File: config.mk
export PLATFORM = sky130hd
export DESIGN_NAME = seg_scan_decoder
export DESIGN_NICKNAME = d
export VERILOG_FILES = /design/src/rtl/seg_scan_decoder_pkg.sv /design/src/rtl/seg_scan_decoder_pattern_decode.sv /design/src/rtl/seg_scan_decoder.sv
export SDC_FILE = /design/constraint.sdc
export NUM_CORES = 1
export LEC_CHECK = 0
export BUFFER_PORTS_ARGS = -buffer_cell sky130_fd_sc_hd__buf_2
export CAP_MARGIN = 20
export CORE_UTILIZATION = 35
export DETAILED_ROUTE_END_ITERATION = 12
export SYNTH_ARGS = -nofsm -noshare
export SYNTH_HDL_FRONTEND = slang
export SYNTH_HIERARCHICAL = 1
export SYNTH_SLANG_ARGS = --single-unit
File: constraint.sdc
create_clock -name clk -period 7.2 [get_ports clk]
set_input_delay 0.36 -clock clk [delete_from_list [all_inputs] [get_ports clk]]
set_output_delay 0.36 -clock clk [all_outputs]
set_load 0.03 [all_outputs]
File: src/rtl/seg_scan_decoder_pkg.sv
// Shared constants for the 7-segment scan path: segment patterns (active-low abcdefg),
// one-hot-low anode selects, digit port widths and the sampler state type.
package seg_scan_decoder_pkg;

  localparam logic [6:0] SEG_0     = 7'b0000001;
  localparam logic [6:0] SEG_1     = 7'b1001111;
  localparam logic [6:0] SEG_2     = 7'b0010010;
  localparam logic [6:0] SEG_3     = 7'b0000110;
  localparam logic [6:0] SEG_4     = 7'b1001100;
  localparam logic [6:0] SEG_5     = 7'b0100100;
  localparam logic [6:0] SEG_6     = 7'b0100000;
  localparam logic [6:0] SEG_7     = 7'b0001111;
  localparam logic [6:0] SEG_8     = 7'b0000000;
  localparam logic [6:0] SEG_9     = 7'b0000100;
  localparam logic [6:0] SEG_BLANK = 7'b1111111;

  localparam logic [3:0] AN_H1 = 4'b0111;
  localparam logic [3:0] AN_H2 = 4'b1011;
  localparam logic [3:0] AN_M1 = 4'b1101;
  localparam logic [3:0] AN_M2 = 4'b1110;

  localparam int unsigned H1_W = 2;
  localparam int unsigned H2_W = 4;
  localparam int unsigned M1_W = 3;
  localparam int unsigned M2_W = 4;

  typedef enum logic [1:0] {
    IDLE,
    SETTLING,
    SAMPLED
  } scan_state_t;

  // Values double as the digit's bit position in the capture mask.
  typedef enum logic [1:0] {
    DIG_M2 = 2'd0,
    DIG_M1 = 2'd1,
    DIG_H2 = 2'd2,
    DIG_H1 = 2'd3
  } digit_t;

endpackage

File: src/rtl/seg_scan_decoder_pattern_decode.sv
// Combinational 7-segment pattern to BCD decoder; valid is low for any unrecognised pattern.
module seg_pattern_decode
  import seg_scan_decoder_pkg::*;
(
  input  logic [6:0] pattern,
  output logic       valid,
  output logic [3:0] bcd
);

  always_comb begin
    valid = 1'b1;
    bcd   = '0;
    case (pattern)
      SEG_0:   bcd = 4'd0;
      SEG_1:   bcd = 4'd1;
      SEG_2:   bcd = 4'd2;
      SEG_3:   bcd = 4'd3;
      SEG_4:   bcd = 4'd4;
      SEG_5:   bcd = 4'd5;
      SEG_6:   bcd = 4'd6;
      SEG_7:   bcd = 4'd7;
      SEG_8:   bcd = 4'd8;
      SEG_9:   bcd = 4'd9;
      default: valid = 1'b0;
    endcase
  end

endmodule

File: src/rtl/seg_scan_decoder.sv
// Receive side of the multiplexed 7-segment bus: settles on each scanned anode, samples and
// decodes the digit, assembles H1/H2/M1/M2 frames and flags pattern, range and stall errors.
module seg_scan_decoder
  import seg_scan_decoder_pkg::*;
#(
  parameter int unsigned SETTLE  = 4,
  parameter int unsigned TIMEOUT = 500000
) (
  input  logic       clk,
  input  logic       rst,
  input  logic [6:0] segments,
  input  logic [3:0] anode_active,
  output logic [1:0] H1,
  output logic [3:0] H2,
  output logic [2:0] M1,
  output logic [3:0] M2,
  output logic       frame_valid,
  output logic       frame_changed,
  output logic       pattern_err,
  output logic       range_err,
  output logic       scan_stall
);

  localparam int unsigned CNT_W = $clog2(SETTLE + 1);
  localparam int unsigned TO_W  = $clog2(TIMEOUT + 1);
  localparam logic [CNT_W-1:0] SETTLE_LAST = CNT_W'(SETTLE - 1);
  localparam logic [TO_W-1:0]  TO_MAX      = TO_W'(TIMEOUT);

  scan_state_t      state, state_next;
  logic [3:0]       anode_prev;
  logic [CNT_W-1:0] settle_cnt, settle_next;
  logic             an_valid;
  digit_t           an_digit;
  logic             same;
  logic             sample;
  logic             capture;
  logic             dec_valid;
  logic [3:0]       dec_bcd;
  logic [3:0]       shadow [4];
  logic [3:0]       mask;
  logic [TO_W-1:0]  to_cnt;
  logic             have_frame;
  logic [12:0]      new_frame;
  logic             new_range;

  seg_pattern_decode u_decode (
    .pattern (segments),
    .valid   (dec_valid),
    .bcd     (dec_bcd)
  );

  always_comb begin
    an_valid = 1'b1;
    an_digit = DIG_M2;
    case (anode_active)
      AN_H1:   an_digit = DIG_H1;
      AN_H2:   an_digit = DIG_H2;
      AN_M1:   an_digit = DIG_M1;
      AN_M2:   an_digit = DIG_M2;
      default: an_valid = 1'b0;
    endcase
  end

  // A sample fires on the edge the counter reaches SETTLE-1, i.e. after SETTLE consecutive
  // edges on one anode; SAMPLED blocks re-sampling for the rest of the dwell.
  always_comb begin
    same        = an_valid && (anode_active == anode_prev);
    settle_next = '0;
    if (same) begin
      settle_next = (settle_cnt == SETTLE_LAST) ? settle_cnt : settle_cnt + CNT_W'(1);
    end
    sample     = an_valid && (!same || state != SAMPLED) && (settle_next == SETTLE_LAST);
    state_next = state;
    if (!an_valid) begin
      state_next = IDLE;
    end else if (sample) begin
      state_next = SAMPLED;
    end else if (!same) begin
      state_next = SETTLING;
    end
  end

  assign capture   = sample && dec_valid;
  assign new_frame = {shadow[DIG_H1][1:0], shadow[DIG_H2], shadow[DIG_M1][2:0], shadow[DIG_M2]};
  assign new_range = (shadow[DIG_H1] > 4'd2) || (shadow[DIG_M1] > 4'd5) ||
                     ((shadow[DIG_H1] == 4'd2) && (shadow[DIG_H2] > 4'd3));
  assign scan_stall = (to_cnt == TO_MAX);

  always_ff @(posedge clk) begin
    if (rst) begin
      state         <= IDLE;
      anode_prev    <= '1;
      settle_cnt    <= '0;
      mask          <= '0;
      to_cnt        <= '0;
      have_frame    <= 1'b0;
      H1            <= '0;
      H2            <= '0;
      M1            <= '0;
      M2            <= '0;
      frame_valid   <= 1'b0;
      frame_changed <= 1'b0;
      pattern_err   <= 1'b0;
      range_err     <= 1'b0;
      for (int unsigned i = 0; i < 4; i++) begin
        shadow[i] <= '0;
      end
    end else begin
      state         <= state_next;
      anode_prev    <= anode_active;
      settle_cnt    <= settle_next;
      frame_valid   <= 1'b0;
      frame_changed <= 1'b0;

      if (sample && !dec_valid) begin
        pattern_err <= 1'b1;
      end
      if (capture) begin
        shadow[an_digit] <= dec_bcd;
      end

      // Completion reads the pre-edge shadows and mask; a same-edge capture lands in the
      // cleared mask and in the shadows for the next frame.
      if (mask == '1) begin
        {H1, H2, M1, M2} <= new_frame;
        frame_valid      <= 1'b1;
        frame_changed    <= !have_frame || (new_frame != {H1, H2, M1, M2});
        have_frame       <= 1'b1;
        range_err        <= new_range;
      end
      mask <= ((mask == '1) ? 4'b0000 : mask) | (capture ? (4'b0001 << an_digit) : 4'b0000);

      if (capture) begin
        to_cnt <= '0;
      end else if (to_cnt != TO_MAX) begin
        to_cnt <= to_cnt + TO_W'(1);
      end
    end
  end

endmodule
# Word-level counts from Yosys, hierarchy flattened
# Memory sizes are Yosys's and may differ from the RTL's.
# Index checks and enable logic that the tools add are counted.
# op_classes
addsub	2
magnitude_cmp	3
n_eq_ne	23
shifts	1
muxes	19
bitwise_logic	3
reduce_logical	21
# ops
cell	n
case mux 4 bit (9 select lines)	1
adder 19 x 1 -> 19 bit (second input constant)	1
equality test 19 bit (second input constant)	1
!= test 19 bit (second input constant)	1
equality test 4 bit (second input constant)	4
equality test 7 x 3 -> 1 bit (second input constant)	2
equality test 7 x 6 -> 1 bit (second input constant)	2
equality test 7 bit (second input constant)	2
!= test 13 bit	1
2-to-1 mux 4 bit	3
OR reduction 10 bit	1
2-to-1 mux 1 bit	9
greater-than comparator 4 x 2 -> 1 bit (second input constant)	2
OR reduction 4 bit	2
equality test 7 x 1 -> 1 bit (second input constant)	1
equality test 7 x 4 -> 1 bit (second input constant)	1
equality test 7 x 5 -> 1 bit (second input constant)	1
logical NOT 7 bit	1
equality test 3 x 2 -> 1 bit (second input constant)	2
logical AND 1 bit	6
2-to-1 mux 2 bit	3
2-to-1 mux 3 bit	2
case mux 2 bit (3 select lines)	1
OR reduction 2 bit	3
other kinds (13)	19
# totals
register_bits	50
mem_bits_rw	16
input_bits	13
elab_cells	88
memories	1
# memory_table
memory	words	width	read_ports	rd_ports_with_merged_regs	wr	line	source
shadow	4	4	4	0	4	seg_scan_decoder.sv:39	logic [3:0] shadow [4];

# Logic depth before layout (Yosys ltp)
# Gate-level depths: netlist of the first run.
# depth
ltp_word	14
depth_mapped	10

# Hierarchy
# Netlist of the first run, hierarchy kept.
# modules_own_cells
module	n_inst	cells_per_inst	area_per_inst_um2
seg_scan_decoder	1	322	3012.9
seg_pattern_decode	1	27	200.2

# Least setup slack after synthesis of the first run
# Ideal clock, no wire load.
# synth_timing
path_type	input port to flip-flop
start	in segments[6]
end	mem shadow[0][0] (enable)
t_arrival_ns	1.957
slack_ns	4.882
path_stages	8
path_buffers	1
cell_sequence	or2_4 -> nor4b_1 -> o21bai_1 -> nand3b_4 -> and2_1 -> nand4_1 -> buf_2 -> o21ai_0
# synth_lines
item	line	source
from (decl)	seg_scan_decoder.sv:11	input logic [6:0] segments,
to (decl)	seg_scan_decoder.sv:39	

==> results of run 1 <==
[cell type report]
cell class | instances | area, um2
clock buffers | 10 | 149
clock inverters | 6 | 72.6
fillers | 864 | 5170
inverters | 11 | 41.3
multi-input cells | 256 | 1600
flip-flops and latches | 66 | 1480
well taps | 108 | 135
repair buffers | 30 | 150
[routing by layer]
layer | vias to the layer above | global-route usage, % | part of all wire (%) | routed length [um]
li1 | 1291 | - | - | -
met1 | 1183 | 19.7 | 52 | 3300
met2 | 28 | 21.2 | 44 | 2820
met3 | 9 | 3.01 | 2.4 | 153
met4 | 0 | 7.11 | 1.6 | 100
met5 | - | 0 | 0 | 0
[cells by family after synthesis]
| group | Yosys count | share of synthesized area, % |
|---|---|---|
| flip-flops | 66 | 46.1 |
| adder cells (fa/ha/maj) | 3 | 1.17 |
| AND/OR/NAND/NOR | 166 | 29.0 |
| buffers and inverters | 27 | 4.01 |
| AO/OA/AOI/OAI | 54 | 10.7 |
| multiplexers | 1 | 0.312 |
| XOR/XNOR | 32 | 8.72 |
[Yosys cell counts, drive strengths merged (2+ instances only)]
cell type	n
o21ai	10
nand2b	6
nand3	18
a21oi	24
o31ai	4
inv	11
o21bai	2
nand4	9
or3	4
nor3	25
nor2	29
xnor2	22
clkbuf	8
nor4	8
ha	3
nand4b	4
nor3b	2
nand2	41
nor4b	3
buf	8
dfxtp	50
edfxtp	16
or2	4
xor2	10
o41ai	2
and2	3
nand3b	2
[through the flow]
step	utilization [%]	total power [mW]	hold slack [ns]
final	41.2	0.768	0.325
after floorplan	-	0.430	0.440
after global placement	38.7	0.440	0.454
after CTS	41.2	0.778	0.308
after global routing	41.2	0.802	0.330
after detailed placement	38.7	0.441	0.475
[how the worst max path moves through the flow]
| stage | from | end | cells past startpoint |
|---|---|---|---|
| 2_1_floorplan | segments[6] | shadow[0][0] | 8 |
| 3_3_place_gp | segments[6] | shadow[0][0] | 8 |
| 3_5_place_dp | segments[6] | shadow[3][1] | 8 |
| 4_1_cts | settle_cnt[0] | shadow[3][3] | 5 |
| 5_1_grt | settle_cnt[0] | shadow[1][0] | 5 |
| 6_report | settle_cnt[0] | shadow[3][3] | 5 |
[flip-flops by register name (all words and copies together), names as in the netlist]
register       flops
to_cnt            19
shadow            16
anode_prev         4
mask               4
range_err          1
settle_cnt         3
pattern_err        1
state              2
H1                 2
frame_changed      1
frame_valid        1
M1                 3
have_frame         1
H2                 4
M2                 4
[power by group through the flow]
stage          Clock (mW)  Combinational [mW]  Sequential, mW
2_1_floorplan           0              0.0328           0.398
3_3_place_gp            0              0.0409           0.400
3_5_place_dp            0              0.0418           0.400
4_1_cts             0.345              0.0419           0.391
5_1_grt             0.364              0.0469           0.392
6_report            0.336              0.0418           0.391
[worst max-delay path: stages (launching register included)]
cell	delay [ns]
dfxtp_1	0.36
ha_1	0.27
or4b_1	0.54
nand3_1	0.19
nand4_1	0.39
o21ai_0	0.61
==> results.toml, run 1 <==
[pwr]
peakVddDrop_uv = 117
clkPwrFrac_pct = 43.7
p_comb_share_pct = 5.4
seqPwrFrac_pct = 50.9
power_density_nw_per_um2 = 212
p_leak_nw = 1.25
power.switching_mw = 0.184
swShare_pct = 24.0
intPower_mw = 0.584

[timing]
fin_crit_sh_pct = 37.7
finalCriticalPeriod_ns = 2.72
slew_violations = 0
grt_setup_unrepaired = "false"
setup_viol = 0
relSlewSlack_pct = 47.3
clock.fmax_ghz = 0.368
finalHoldViolCount = 0
tns_ns = 0
clock-skew-final_ns = 0.0109
worst_slew_pin_slew_ns = 0.788
finalWorstSetupSlack_ns = 4.48

[floorplan]
coreArea_um2 = 8810
die_y_um = 97.8
pin_count = 31
fp.dieArea_um2 = 9570
initial_core_util_pct = 36.5
die_x_um = 97.8
fp-row-count = 34

[clock_tree]
clk_pin_slew_ns = 0.08
h-tree-depth = 3
cts_tree = "yes"
cts_sinks = 66
numCtsBuffers = 9
cts_setup_buffers = 0
cts_hold_buf = 0
clock-root-buffer = "clkbuf_8"
cts_buffer_depth = 2
clk-insertion-delay-late_ns = 0.34
cts_resized = 0

[place]
post-place-ws_ns = 4.32
postPlaceCellArea_um2 = 3410
port-buffer-count = 30
placed_cells = 471
routabilityCongestion = 0.857
hpwl_um = 4600

[synthesis]
netlist_instances = 349
yosys_warnings = 6
yosysTopAreaCell = "dfxtp_1"
synthFlopType = "dfxtp_1"
synth-seq-area-share_pct = 46.1
ys_types = 59
ys_ff_latch = 66
synth-edff-count = 16
synth.area.top_cells = "dfxtp_1 31%, edfxtp_1 15%, xnor2_1 6.0%"
syn-num-nets = 365
synth_top_area_share_pct = 31.2
postSynthAreaPerCell_um2 = 9.21
async_flop_share_pct = 0
synth_area_um2 = 3210

[setup_path]
crit_path_start_kind = "flip-flop"
critPathMaxFanout = 11
crit_required_ns = 7.17
crit_type = "flip-flop to flip-flop"
cp.arrival_ns = 2.69
r2r_start = "settle_cnt[0]"
r2r_end = "shadow[3][3]"
r2r_setup_slack_ns = 4.48
reg2regPathDepth = 5
endpoint_kind = "flip-flop"

[global_routing]
gr-usage-all-layers_pct = 14.3
grt_max_degree = 26
antenna_found_initial = 0
grt-ovfl-total = 0
grt_pass1_vias = 2324
grt_pass1_wl_um = 11000

[cells_and_area]
area_growth_pct = 13.0
final_common_cell = "dfxtp_1"
nets = 390
final_cells = 487
fin_area_um2 = 3630
final_cell_mix = "50 x dfxtp_1, 41 x nand2_1, 30 x buf_2"
n_antenna_cell = 0
drive_above_1_share_pct = 16.9

[routing]
wl_per_cell_um = 13.1
drc = 5
initialDrtViolationCount = 163
vias_per_cell = 5.16
drtPass1Iterations = 8
vias = 2511
routed_wl_um = 6380
ant_nets = 0

[worst_hold_path]
holdPathEnd = "anode_prev[0]"
min_path_cells = 3
hold_path_class = "input port to flip-flop"
worstHoldStart = "anode_active[0]"

[job]
max_cap_violations = 0

[run_status]
violations = "DRC"
run_status = "finished with violations"
(Power assumes the default switching activity.)
==> inputs of run 2 (changes only) <==
ABC_AREA = 1   (was not set)
clock period = 2.2 ns   (was 7.2 ns; I/O delays follow)
==> run 2 against run 1 <==
Compared with the run above:
- fmax up 40%
- design area shrank 1.0%
- the run now ends clean
- critical endpoint is now shadow[2][1]
- area after synthesis fell by 3.6%
- utilization is 1.6 points higher
==> results.toml, run 2 <==
[synthesis]
synth-edff-count = 16
ys_ff_latch = 66
syn-num-nets = 424
ys_types = 30
yosysTopAreaCell = "dfxtp_1"
synth_area_um2 = 3100
yosys_warnings = 6
synth.area.top_cells = "dfxtp_1 32%, edfxtp_1 16%, nand2_1 11%"
synth_commonest_cells = "87 x nand2_1, 63 x nor2_1, 55 x inv_1"
synthFlopType = "dfxtp_1"
async_flop_share_pct = 0
postSynthAreaPerCell_um2 = 7.59
synth.most_common_cell = "nand2_1"
synth_top_area_share_pct = 32.3
synth-seq-area-share_pct = 47.8
netlist_instances = 408

[clock_tree]
cts_sinks = 66
numCtsBuffers = 9
cts_setup_buffers = 0
cts_tree = "yes"
h-tree-depth = 3
cts_buffer_depth = 2
cts_hold_buf = 0
clk_pin_slew_ns = 0.07
clk-insertion-delay-late_ns = 0.34
clock-root-buffer = "clkbuf_8"
cts_resized = 0

[job]
max_cap_violations = 0

[routing]
met2_length_um = 2670
ant_nets = 0
wl_met1_um = 3080
drtPass1Iterations = 4
drc = 0
top_layer = "met4"
vias = 2597
initialDrtViolationCount = 114
wl_per_cell_um = 10.9
vias_per_cell = 4.66
routed_wl_um = 6070
dr_wl_met3_um = 227

[worst_hold_path]
min_path_cells = 3
worstHoldStart = "anode_active[3]"
holdPathEnd = "anode_prev[3]"
hold_path_class = "input port to flip-flop"

[cells_and_area]
fin_area_um2 = 3590
n_antenna_cell = 0
top_register = "to_cnt"
nets = 463
final_cell_mix = "87 x nand2_1, 63 x nor2_1, 55 x inv_1"
biggestRegsByFlops = "to_cnt: 19 flops, shadow: 16 flops"
drive_above_1_share_pct = 14.8
n_fill_cell = 827
area_growth_pct = 16.0
largest_reg_flops = 19
final_common_cell = "nand2_1"

[setup_path]
crit_type = "flip-flop to flip-flop"
endpoint_kind = "flip-flop"
crit_required_ns = 2.26
r2r_start = "settle_cnt[0]"
crit_path_start_kind = "flip-flop"
r2r_setup_slack_ns = 0.26
reg2regPathDepth = 11
critPathMaxFanout = 9
cp.arrival_ns = 2.00
r2r_end = "shadow[2][1]"

[floorplan]
die_y_um = 96.1
coreArea_um2 = 8380
initial_core_util_pct = 37.0
fp-row-count = 33
pin_count = 31
fp.dieArea_um2 = 9230
die_x_um = 96.1

[timing]
setup_viol = 0
slew_violations = 0
finalHoldViolCount = 0
grt_setup_unrepaired = "false"
relSlewSlack_pct = 73.3
tns_ns = 0
finalWorstSetupSlack_ns = 0.262
clock.fmax_ghz = 0.516
clock-skew-final_ns = 0.0122
worst_slew_pin_slew_ns = 0.399
finalCriticalPeriod_ns = 1.94
fin_crit_sh_pct = 88.1

[global_routing]
grt_pass1_wl_um = 10300
antenna_found_initial = 0
gr-usage-all-layers_pct = 14.4
grt_pass1_vias = 2346
grt-ovfl-total = 0
grt_max_degree = 20

[run_status]
run_status = "finished, final reports clean"

[pwr]
p_leak_nw = 1.55
peakVddDrop_uv = 276
power_density_nw_per_um2 = 680

[place]
routabilityCongestion = 0.804
post-place-ws_ns = 0.271
hpwl_um = 4490
port-buffer-count = 30
postPlaceCellArea_um2 = 3390
## run 2: changes by cell type after synthesis, moves of 4 or more
cell and delta:
nand2_1 +46, nor3_1 -22, nor4_1 -4, inv_1 +44
nand4b_1 -4, o21ai_0 +13, nand3_1 +4, nor2_1 +35
xnor2_1 -15, buf_4 -4, nand2b_1 -6
## run 2: layer usage
layer	vias to the layer above	track usage, %
met4	0	6.97
met2	48	22.4
li1	1383	-
met5	-	0
met1	1157	18.9
met3	9	3.32
## run 2: logic make-up after synthesis
kind of cell | after synthesis | synth area share, %
xor+xnor | 17 | 4.81
flops | 66 | 47.8
simple gates | 203 | 28.7
compound gates | 55 | 9.45
fa+ha+maj | 3 | 1.21
buf+inv | 64 | 8.00
## run 2: power by group
| part | leakage (nW) | internal, mW | switching, mW |
|---|---|---|---|
| logic | 0.872 | 0.0427 | 0.0802 |
| registers | 0.576 | 1.26 | 0.0123 |
| clock network | 0.107 | 0.616 | 0.435 |
| total | 1.55 | 1.92 | 0.527 |
## run 2: worst max-delay path: stages, from the launching register on
cell and delay, ns:
dfxtp_1 0.32, ha_1 0.23, nand2_1 0.10, nand2_1 0.06
nand2_1 0.08, o21ai_0 0.09, nor2_1 0.11, nand2_1 0.09
nor2_4 0.20, nand2_2 0.08, o21ai_0 0.15, buf_4 0.16
## run 2: worst max path at each step
stage / cells past startpoint / startpoint / slack, ns / end
detailed placement: 11 / settle_cnt[0] / 0.27 / shadow[2][2]
floorplan: 10 / settle_cnt[0] / 0.28 / shadow[2][0]
CTS: 11 / settle_cnt[0] / 0.26 / shadow[2][1]
global placement: 11 / settle_cnt[0] / 0.32 / shadow[2][2]
finish: 11 / settle_cnt[0] / 0.26 / shadow[2][1]
global route: 11 / settle_cnt[0] / 0.07 / shadow[2][1]
## run 2: cell type report
cell class | instances | area (um2) | share of cell area, %
sequential | 66 | 1480 | 41.2
multi-input combinational | 278 | 1370 | 38.1
inverter | 56 | 210 | 5.85
timing repair buffer | 36 | 195 | 5.43
clock buffer | 14 | 173 | 4.80
tap | 105 | 131 | 3.65
clock inverter | 2 | 35.0 | 0.975
## run 2: metrics by stage
step                hold slack, ns  total power, mW  util, %  instances
global placement             0.357             1.42     40.4        541
global route                0.0188             2.54     42.9        557
finish                      0.0180             2.44     42.9        557
detailed placement           0.362             1.42     40.4        541
CTS                        0.00206             2.47     42.9        557
floorplan                    0.207             1.38        -        408
